File: src/rtl/cordic_pkg.sv
// rtl/cordic_pkg.sv - shared Q16.16 constants and FSM state type for the CORDIC argument reducer.
package cordic_pkg;

    localparam int WIDTH_DEF = 32;
    localparam int FRAC_DEF  = 16;
    localparam int STEPS_DEF = 14;

    // Q16.16 constants, only meaningful for FRAC = 16
    localparam logic [31:0] PI_Q16          = 32'd205887;
    localparam logic [31:0] HALF_PI_Q16     = 32'd102944;
    localparam logic [31:0] TWO_PI_Q16      = 32'd411775;
    localparam logic [31:0] CORDIC_INV_GAIN = 32'd39797;

    typedef enum logic [1:0] {
        S_IDLE   = 2'd0,
        S_REDUCE = 2'd1,
        S_FOLD   = 2'd2,
        S_OUT    = 2'd3
    } red_state_t;

endpackage

File: src/rtl/cordic_mod2pi_step.sv
// rtl/cordic_mod2pi_step.sv - one restoring mod-2pi step: subtract TWO_PI<<k from a when it fits.
module cordic_mod2pi_step
    import cordic_pkg::*;
#(
    parameter int AW    = 33,
    parameter int STEPS = STEPS_DEF,
    parameter int KW    = $clog2(STEPS)
) (
    input  logic [AW-1:0] a,
    input  logic [KW-1:0] k,
    output logic [AW-1:0] a_next
);

    localparam int XW = AW + STEPS;

    logic [XW-1:0]    a_ext;
    logic [XW-1:0]    sub;
    logic [XW-1:0]    diff;
    logic [XW-AW-1:0] unused_diff_hi;

    // Extended width keeps TWO_PI<<k exact for every k; the difference is only
    // taken when a >= sub, so it always fits back into AW bits.
    assign a_ext          = {{STEPS{1'b0}}, a};
    assign sub            = {{(XW-32){1'b0}}, TWO_PI_Q16} << k;
    assign diff           = a_ext - sub;
    assign a_next         = (a_ext >= sub) ? diff[AW-1:0] : a;
    assign unused_diff_hi = diff[XW-1:AW];

endmodule

File: src/rtl/cordic_arg_reducer.sv
// rtl/cordic_arg_reducer.sv - reduces a Q16.16 angle to [-pi/2,pi/2] plus flip flag for the CORDIC rotator.
// Optional macro CORDIC_GAIN_PRECOMP_EN: x0 starts at the inverse CORDIC gain instead of 1.0.
module cordic_arg_reducer
    import cordic_pkg::*;
#(
    parameter int WIDTH = WIDTH_DEF,
    parameter int FRAC  = FRAC_DEF,
    parameter int STEPS = STEPS_DEF
) (
    input  logic             clk,
    input  logic             rst_n,
    input  logic             in_valid,
    output logic             in_ready,
    input  logic [WIDTH-1:0] in_angle,
    output logic             out_valid,
    input  logic             out_ready,
    output logic [WIDTH-1:0] x0,
    output logic [WIDTH-1:0] y0,
    output logic [WIDTH-1:0] z0,
    output logic             out_flip
);

    localparam int AW = WIDTH + 1;
    localparam int KW = $clog2(STEPS);

    localparam logic signed [WIDTH-1:0] PI_S      = $signed(WIDTH'(PI_Q16));
    localparam logic signed [WIDTH-1:0] HALF_PI_S = $signed(WIDTH'(HALF_PI_Q16));
    localparam logic signed [WIDTH-1:0] TWO_PI_S  = $signed(WIDTH'(TWO_PI_Q16));

`ifdef CORDIC_GAIN_PRECOMP_EN
    localparam logic [WIDTH-1:0] X_INIT = WIDTH'(CORDIC_INV_GAIN);
`else
    localparam logic [WIDTH-1:0] X_INIT = WIDTH'(1) << FRAC;
`endif

    red_state_t state;
    logic          s;
    logic [AW-1:0] a;
    logic [KW-1:0] k;
    logic [AW-1:0] a_next;

    logic signed [AW-1:0] in_ext;
    logic        [AW-1:0] in_abs;

    logic signed [WIDTH-1:0] r0;
    logic signed [WIDTH-1:0] r1;
    logic signed [WIDTH-1:0] z_fold;
    logic                    flip_fold;

    cordic_mod2pi_step #(
        .AW    (AW),
        .STEPS (STEPS),
        .KW    (KW)
    ) u_step (
        .a      (a),
        .k      (k),
        .a_next (a_next)
    );

    // One extra bit so |-2^(WIDTH-1)| is representable exactly.
    always_comb begin
        in_ext = {in_angle[WIDTH-1], in_angle};
        in_abs = in_angle[WIDTH-1] ? AW'(-in_ext) : AW'(in_ext);
    end

    // After reduction a < TWO_PI, so its low WIDTH bits carry the whole value.
    always_comb begin
        r0 = s ? -$signed(a[WIDTH-1:0]) : $signed(a[WIDTH-1:0]);
        r1 = r0;
        if (r0 > PI_S) begin
            r1 = r0 - TWO_PI_S;
        end else if (r0 < -PI_S) begin
            r1 = r0 + TWO_PI_S;
        end
        z_fold    = r1;
        flip_fold = 1'b0;
        if (r1 > HALF_PI_S) begin
            z_fold    = r1 - PI_S;
            flip_fold = 1'b1;
        end else if (r1 < -HALF_PI_S) begin
            z_fold    = r1 + PI_S;
            flip_fold = 1'b1;
        end
    end

    always_ff @(posedge clk or negedge rst_n) begin
        if (!rst_n) begin
            state     <= S_IDLE;
            in_ready  <= 1'b1;
            out_valid <= 1'b0;
            x0        <= '0;
            y0        <= '0;
            z0        <= '0;
            out_flip  <= 1'b0;
            s         <= 1'b0;
            a         <= '0;
            k         <= '0;
        end else begin
            case (state)
                S_IDLE: begin
                    if (in_valid) begin
                        s        <= in_angle[WIDTH-1];
                        a        <= in_abs;
                        k        <= KW'(STEPS - 1);
                        in_ready <= 1'b0;
                        state    <= S_REDUCE;
                    end
                end
                S_REDUCE: begin
                    a <= a_next;
                    if (k == '0) begin
                        state <= S_FOLD;
                    end else begin
                        k <= k - 1'b1;
                    end
                end
                S_FOLD: begin
                    z0        <= z_fold;
                    out_flip  <= flip_fold;
                    x0        <= X_INIT;
                    y0        <= '0;
                    out_valid <= 1'b1;
                    state     <= S_OUT;
                end
                S_OUT: begin
                    if (out_ready) begin
                        out_valid <= 1'b0;
                        in_ready  <= 1'b1;
                        state     <= S_IDLE;
                    end
                end
                default: state <= S_IDLE;
            endcase
        end
    end

endmodule

File: config.mk
export PLATFORM = sky130hd
export DESIGN_NAME = cordic_arg_reducer
export DESIGN_NICKNAME = d
export VERILOG_FILES = /design/src/rtl/cordic_pkg.sv /design/src/rtl/cordic_mod2pi_step.sv /design/src/rtl/cordic_arg_reducer.sv
export SDC_FILE = /design/constraint.sdc
export NUM_CORES = 1
export LEC_CHECK = 0
export BUFFER_PORTS_ARGS = -buffer_cell sky130_fd_sc_hd__buf_2
export CAP_MARGIN = 20
export CORE_ASPECT_RATIO = 0.5
export CORE_MARGIN = 10
export CORE_UTILIZATION = 62
export CTS_BUF_LIST = sky130_fd_sc_hd__clkbuf_4
export DETAILED_ROUTE_END_ITERATION = 8
export PLACE_DENSITY_LB_ADDON = 0.1
export REMOVE_ABC_BUFFERS = 1
export SLEW_MARGIN = 20
export SYNTH_ARGS = -nofsm -noshare
export SYNTH_HDL_FRONTEND = slang
export SYNTH_SLANG_ARGS = --single-unit
File: constraint.sdc
create_clock -name clk -period 8.08 [get_ports clk]
set_input_delay 1.616 -clock clk [delete_from_list [all_inputs] [get_ports clk]]
set_output_delay 1.616 -clock clk [all_outputs]
set_load 0.1 [all_outputs]
==> results of run 1 <==
==> cell type report <==
type                    count  area [sq um]
fillers                  1724          6482
clock inverters             7         91.34
clock buffers               9         67.56
well taps                 259         324.1
repair buffers             85         462.9
flip-flops and latches     76          1904
multi-input cells        1389          8986
inverters                  43         161.4
==> worst paths after layout <==
path	start	endpoint	slack [ns]
worst max-delay path	a[0]	z0[27]	0.62
worst min-delay path	x0[16]	x0[16]	0.48
worst max register to register	a[0]	z0[27]	0.62
worst min register to register	x0[16]	x0[16]	0.48
max in group asynchronous	rst_n	z0[4]	5.99
min in group asynchronous	rst_n	k[1]	1.01
==> cells in the final DEF (no fill, tap or decap), drive strengths merged, types with 17 or more instances in the layout <==
cell / netlist / final
nor2: 129 / 129
a21o: 23 / 23
dfrtp: 75 / 75
nand2: 170 / 170
conb: 1 / 63
inv: 39 / 39
mux2i: 17 / 17
nand3: 61 / 61
and3: 20 / 20
nor4: 31 / 31
o31ai: 29 / 29
nor3: 48 / 48
a21oi: 116 / 116
a211oi: 21 / 21
or3: 37 / 37
xor2: 55 / 55
a31oi: 21 / 21
ha: 49 / 49
nand4: 28 / 28
and2: 22 / 22
o21ai: 111 / 111
or2: 23 / 23
xnor2: 61 / 61
buf: 100 / 85
==> cells by family after synthesis <==
family | share of synthesized area
AND/OR/NAND/NOR | 0.2929
AO/OA/AOI/OAI | 0.2853
buffers and inverters | 0.09081
XOR/XNOR | 0.08878
flip-flops | 0.1627
adder cells (fa/ha/maj) | 0.05412
multiplexers | 0.02514
other | 0.0003206
==> stage by stage <==
step / utilization / hold WS, ns / setup WS (ns) / instances / area (sq um)
after floorplan: - / 0.4551 / 0.2012 / 1508 / 11030
after global placement: 0.6406 / 0.4446 / 1.220 / 1852 / 11840
after detailed placement: 0.6406 / 0.4504 / 0.7981 / 1852 / 11840
after CTS: 0.6492 / 0.4874 / 0.7981 / 1868 / 12000
after global routing: 0.6492 / 0.5118 / 0.02941 / 1868 / 12000
final: 0.6492 / 0.4797 / 0.6236 / 1868 / 12000
==> state kept, by name, indices dropped and copies added, names as in the netlist <==
register   flops
a             33
out_flip       1
x0             1
k              4
s              1
state          2
out_valid      1
z0            32
in_ready       1
==> layer usage <==
metal / vias up / share of wire
li1: 5847 / -
met2: 616 / 0.43
met1: 5775 / 0.45
met4: 0 / 0.022
met5: - / 0
met3: 70 / 0.093
==> run metrics, run 1 <==
syn_area_per_cell=7.297 sq um; Crit. path cell count=17; number of iterations in the first detailed-routing pass=6; Nets=1690; initial core utilization=0.6330; Mapped Area=11700 sq um; core box area=18480 sq um; Post-synth EDFFs=0; Resize count post-CTS=0; CTS Buf Count=9; Worst-path clk slew=0.14 ns; fmax=134.1 MHz; die area=25090 sq um; PortBufs=71; first-pass GRT wire length=58030 microns; CTS tree=yes; clock skew=0.01284 ns; CTS Hold Bufs=0; post-synth top area cell=dfrtp_1; Reg2Reg Depth=17; GRT Total Usage=0.2769; initial antenna violation count=0; ys async rst share=1.000; critical path capture point type=register; Post-synth top cells=170 x nand2_1, 128 x nor2_1, 115 x a21oi_1, 103 x o21ai_0, 75 x dfrtp_1; count leader, synth=nand2_1; Slew Limit Fails=0; Synth area leaders=dfrtp_1 16%, nand2_1 5.5%, ha_1 5.2%; iteration-0 DRC count of the detailed router=1455; min Tclk post-route=7.456 ns; Min-Delay Path Class=register to register; Cells after Synth=1603; number of H-tree levels=3; remaining antenna violation count after routing=0; later-pin clock latency in the skew report=0.47 ns; largest incremental delay on the critical path=0.74 ns; die height=117.1 microns; I/O pin count=135; max-cap check violation count=0; Rows=35; hpwl dp=28100 microns; Root Driver=clkbuf_4; critical path type=register to register; GRT overflow=0; DR DRC count=0; vias=12308; Syn-to-layout area delta=2.567%; Worst slew margin=0.2816; status=complete, no violations; GR Layer Usage met2=0.4335; number of synthesized register bits=76; RSZ-0062 raised after global routing=false; Die W=214.3 microns; gpl congestion=1.017; top-area cell type share of the netlist area=0.1604; Worst Setup Start Kind=register; worst-path cell chain=inv_1 > ha_1 > or4b_1 > o41ai_1 > xor2_1 > a311oi_1 > a2111oi_0 > o2111a_2 > a21oi_1 > a31oi_1 > xnor2_1 > nand2_1 > a41o_1 > a21oi_2 > nand2_1 > o211a_1 > or3_1; pin count of the biggest net entering global routing=61; met3 usage=0.05618; top_reg_cell synth=dfrtp_1; CTS Buffer Depth=2; met1 usage=0.3806; critical path's slowest cell=xnor2_1; # diodes=0; endpoints failing hold=0; Synth cell types=110; crit-path leading delay family=compound AO/OA/AOI/OAI gates; worst-path fanout max=24; YS warnings=0; Most Crowded Layer GR=met2; Required @ worst endpoint=8.45 ns; # Post-CTS Setup Buffers=0; share of cells above drive strength 1=0.1150; vias in the first global route=11168; clock sink count=76; Final period util=0.9228; CP bufs+invs=1; sequential share of the synthesized area=0.1627; worst slew pin tran=1.068 ns; wire per inst=19.46 microns; vias per inst=6.589; Top cell by count, worst path=nand2_1; wirelength, routed=36350 microns; Setup TNS=0 ns; Arrival @ worst endpoint=7.82 ns; Final Setup Violations=0; Hold Crit Depth=1
Power of run 1 is left out: the tool's default activity adds up to more than one toggle a clock period on the data nets, which glitch-free logic cannot reach.
==> inputs of run 2 (changes only) <==
--- a/config.mk
+++ b/config.mk
@@ -5,11 +5,12 @@
 export SDC_FILE = /design/constraint.sdc
 export NUM_CORES = 1
 export LEC_CHECK = 0
+export ABC_AREA = 1
 export BUFFER_PORTS_ARGS = -buffer_cell sky130_fd_sc_hd__buf_2
 export CAP_MARGIN = 20
 export CORE_ASPECT_RATIO = 0.5
 export CORE_MARGIN = 10
-export CORE_UTILIZATION = 62
+export CORE_UTILIZATION = 63
 export CTS_BUF_LIST = sky130_fd_sc_hd__clkbuf_4
 export DETAILED_ROUTE_END_ITERATION = 8
 export PLACE_DENSITY_LB_ADDON = 0.1
==> run 2 against run 1 <==
Worst setup slack gained 1.7 ns; sequential cell count stayed put; die area is 19% higher; first-iteration DRC count grew 64%; via count grew 47%; critical path depth is 14 higher; critical path type unchanged.
==> run metrics, run 2 <==
Rows=39 (was 35); critical path's slowest cell=dfrtp_1 (was xnor2_1); DR DRC count=0 (unchanged); most frequent cells in the layout=1017 x nand2_1, 362 x nor2_1, 286 x inv_1 (was 170 x nand2_1, 128 x nor2_1, 115 x a21oi_1); CTS Buf Count=9 (unchanged); Resize count post-CTS=0 (unchanged); Top Registers=a x33, z0 x32, k x4 (unchanged); vias in the first global route=16306 (was 11168); clock sink count=76 (unchanged); Syn-to-layout area delta=2.097% (was 2.567%); Slew Limit Fails=0 (unchanged); iteration-0 DRC count of the detailed router=2381 (was 1455); Root Driver=clkbuf_4 (unchanged); Final period util=0.7124 (was 0.9228); hold slack=0.4975 ns (was 0.4797 ns); Nets=2870 (was 1690); GRT Total Usage=0.3449 (was 0.2769); CTS Buffer Depth=2 (unchanged); routed wl met3=6470 microns (was 3388 microns); count leader, synth=nand2_1 (unchanged); first-pass GRT wire length=84210 microns (was 58030 microns); post-synth top area cell=nand2_1 (was dfrtp_1); share of cells above drive strength 1=0.08175 (was 0.1150); core box area=22740 sq um (was 18480 sq um); min Tclk post-route=5.756 ns (was 7.456 ns); Cells after Synth=2764 (was 1603); worst slew pin tran=0.9575 ns (was 1.068 ns); Reg2Reg Depth=31 (was 17); RR Startpoint=k[1] (was a[0]); hold_sp=x0[16] (unchanged); gpl congestion=1.106 (was 1.017); met1 wire length=21240 microns (was 16400 microns); Min-Delay Path Class=register to register (unchanged); YS warnings=0 (unchanged); max reg flops=33 (unchanged); Final Setup Violations=0 (unchanged); status=complete, no violations (unchanged); Crit. Startpoint=k[1] (was a[0]); top-area cell type share of the netlist area=0.2633 (was 0.1604); remaining antenna violation count after routing=0 (unchanged); # Post-CTS Setup Buffers=0 (unchanged); initial core utilization=0.6376 (was 0.6330); worst setup path end=a[23] (was z0[27]); fmax=173.7 MHz (was 134.1 MHz); sequential share of the synthesized area=0.1313 (was 0.1627); die area=29850 sq um (was 25090 sq um); largest incremental delay on the critical path=0.50 ns (was 0.74 ns); ys async rst share=1.000 (unchanged); Worst Setup Start Kind=register (unchanged); met2 wire length=22610 microns (was 15760 microns); Biggest register=a (unchanged); Worst slew margin=0.3609 (was 0.2816); I/O pin count=135 (unchanged); Crit. path cell count=31 (was 17); CTS tree=yes (unchanged); vias per inst=5.832 (was 6.589); CP bufs+invs=7 (was 1); Required @ worst endpoint=8.54 ns (was 8.45 ns); endpoints failing hold=0 (unchanged); critical path capture point type=register (unchanged); Worst-path clk slew=0.14 ns (about the same); Synth area leaders=nand2_1 26%, dfrtp_1 13%, nor2_1 9.4% (was dfrtp_1 16%, nand2_1 5.5%, ha_1 5.2%); Post-synth EDFFs=0 (unchanged); syn_area_per_cell=5.246 sq um (was 7.297 sq um); clock skew=0.01936 ns (was 0.01284 ns); number of fill cells in the layout=2305 (was 1724); number of synthesized register bits=76 (unchanged); initial antenna violation count=1 (was 0); Top Layer Used=met4 (unchanged); Post-synth top cells=1017 x nand2_1, 362 x nor2_1, 286 x inv_1, 251 x nand3_1, 122 x a21oi_1 (was 170 x nand2_1, 128 x nor2_1, 115 x a21oi_1, 103 x o21ai_0, 75 x dfrtp_1); Die W=234.5 microns (was 214.3 microns); vias=18068 (was 12308); PortBufs=71 (unchanged); reg-to-reg slack, setup=2.32 ns (was 0.62 ns); wirelength, routed=52770 microns (was 36350 microns); RSZ-0062 raised after global routing=false (unchanged); number of H-tree levels=3 (unchanged); critical path type=register to register (unchanged); GRT overflow=0 (unchanged); crit-path leading delay family=compound AO/OA/AOI/OAI gates (unchanged); pin count of the biggest net entering global routing=47 (was 61); commonest non-fill, non-tap cell in the layout=nand2_1 (unchanged); Setup TNS=0 ns (unchanged); later-pin clock latency in the skew report=0.57 ns (was 0.47 ns); r2r endpoint=a[23] (was z0[27]); Arrival @ worst endpoint=6.21 ns (was 7.82 ns); top_reg_cell synth=dfrtp_1 (unchanged); max-cap check violation count=0 (unchanged); die height=127.3 microns (was 117.1 microns); wire per inst=17.03 microns (was 19.46 microns); hpwl dp=41920 microns (was 28100 microns); Top cell by count, worst path=nand2_1 (unchanged); Synth cell types=54 (was 110); Mapped Area=14500 sq um (was 11700 sq um); number of iterations in the first detailed-routing pass=7 (was 6); worst-path fanout max=42 (was 24); CTS Hold Bufs=0 (unchanged)
-- run 2: cell types whose count changed after synthesis, sizes merged, moves of 37 or more --
cell,before,now
inv,39,309
nand2,170,1066
nand3,61,259
nor2,129,395
or3,37,0
xnor2,61,9
-- run 2: per-stage QoR --
step | setup slack (ns) | instance area, sq um | cells | utilization
2_1_floorplan | 3.110 | 13850 | 2693 | -
3_5_place_dp | 2.568 | 14660 | 3080 | 0.6447
5_1_grt | 1.847 | 14800 | 3097 | 0.6509
6_report | 2.324 | 14800 | 3098 | 0.6510
3_3_place_gp | 2.580 | 14660 | 3080 | 0.6447
4_1_cts | 2.512 | 14800 | 3096 | 0.6508
-- run 2: cell families after synthesis --
logic type,synth area share
XOR/XNOR,0.03624
AND/OR/NAND/NOR,0.5316
buffers and inverters,0.1421
other,0.0002586
adder cells (fa/ha/maj),0.04367
AO/OA/AOI/OAI,0.1149
flip-flops,0.1313
-- run 2: area by class of cell --
type	instances	area, sq um	area share
tap	307	384.1	0.02595
timing repair buffer	80	425.4	0.02874
inverter	313	1176	0.07945
antenna	2	5.005	0.0003381
clock buffer	10	75.07	0.005071
multi-input combinational	2304	10770	0.7276
clock inverter	6	63.81	0.004311
sequential	76	1903	0.1286
-- run 2: how the worst min path moves through the flow --
stage	to	slack, ns	cells after the start
floorplan	a[32]	0.46	2
finish	x0[16]	0.50	1
CTS	x0[16]	0.49	1
global placement	x0[16]	0.45	1
global route	x0[16]	0.52	1
detailed placement	x0[16]	0.45	1
-- run 2: metal layers --
metal / global-route usage / vias to the layer above
met3: 0.08241 / 198
li1: - / 8712
met4: 0.1694 / 0
met1: 0.4467 / 7931
met2: 0.5297 / 1227
met5: 0 / -
Power of run 2 is left out for the same reason.
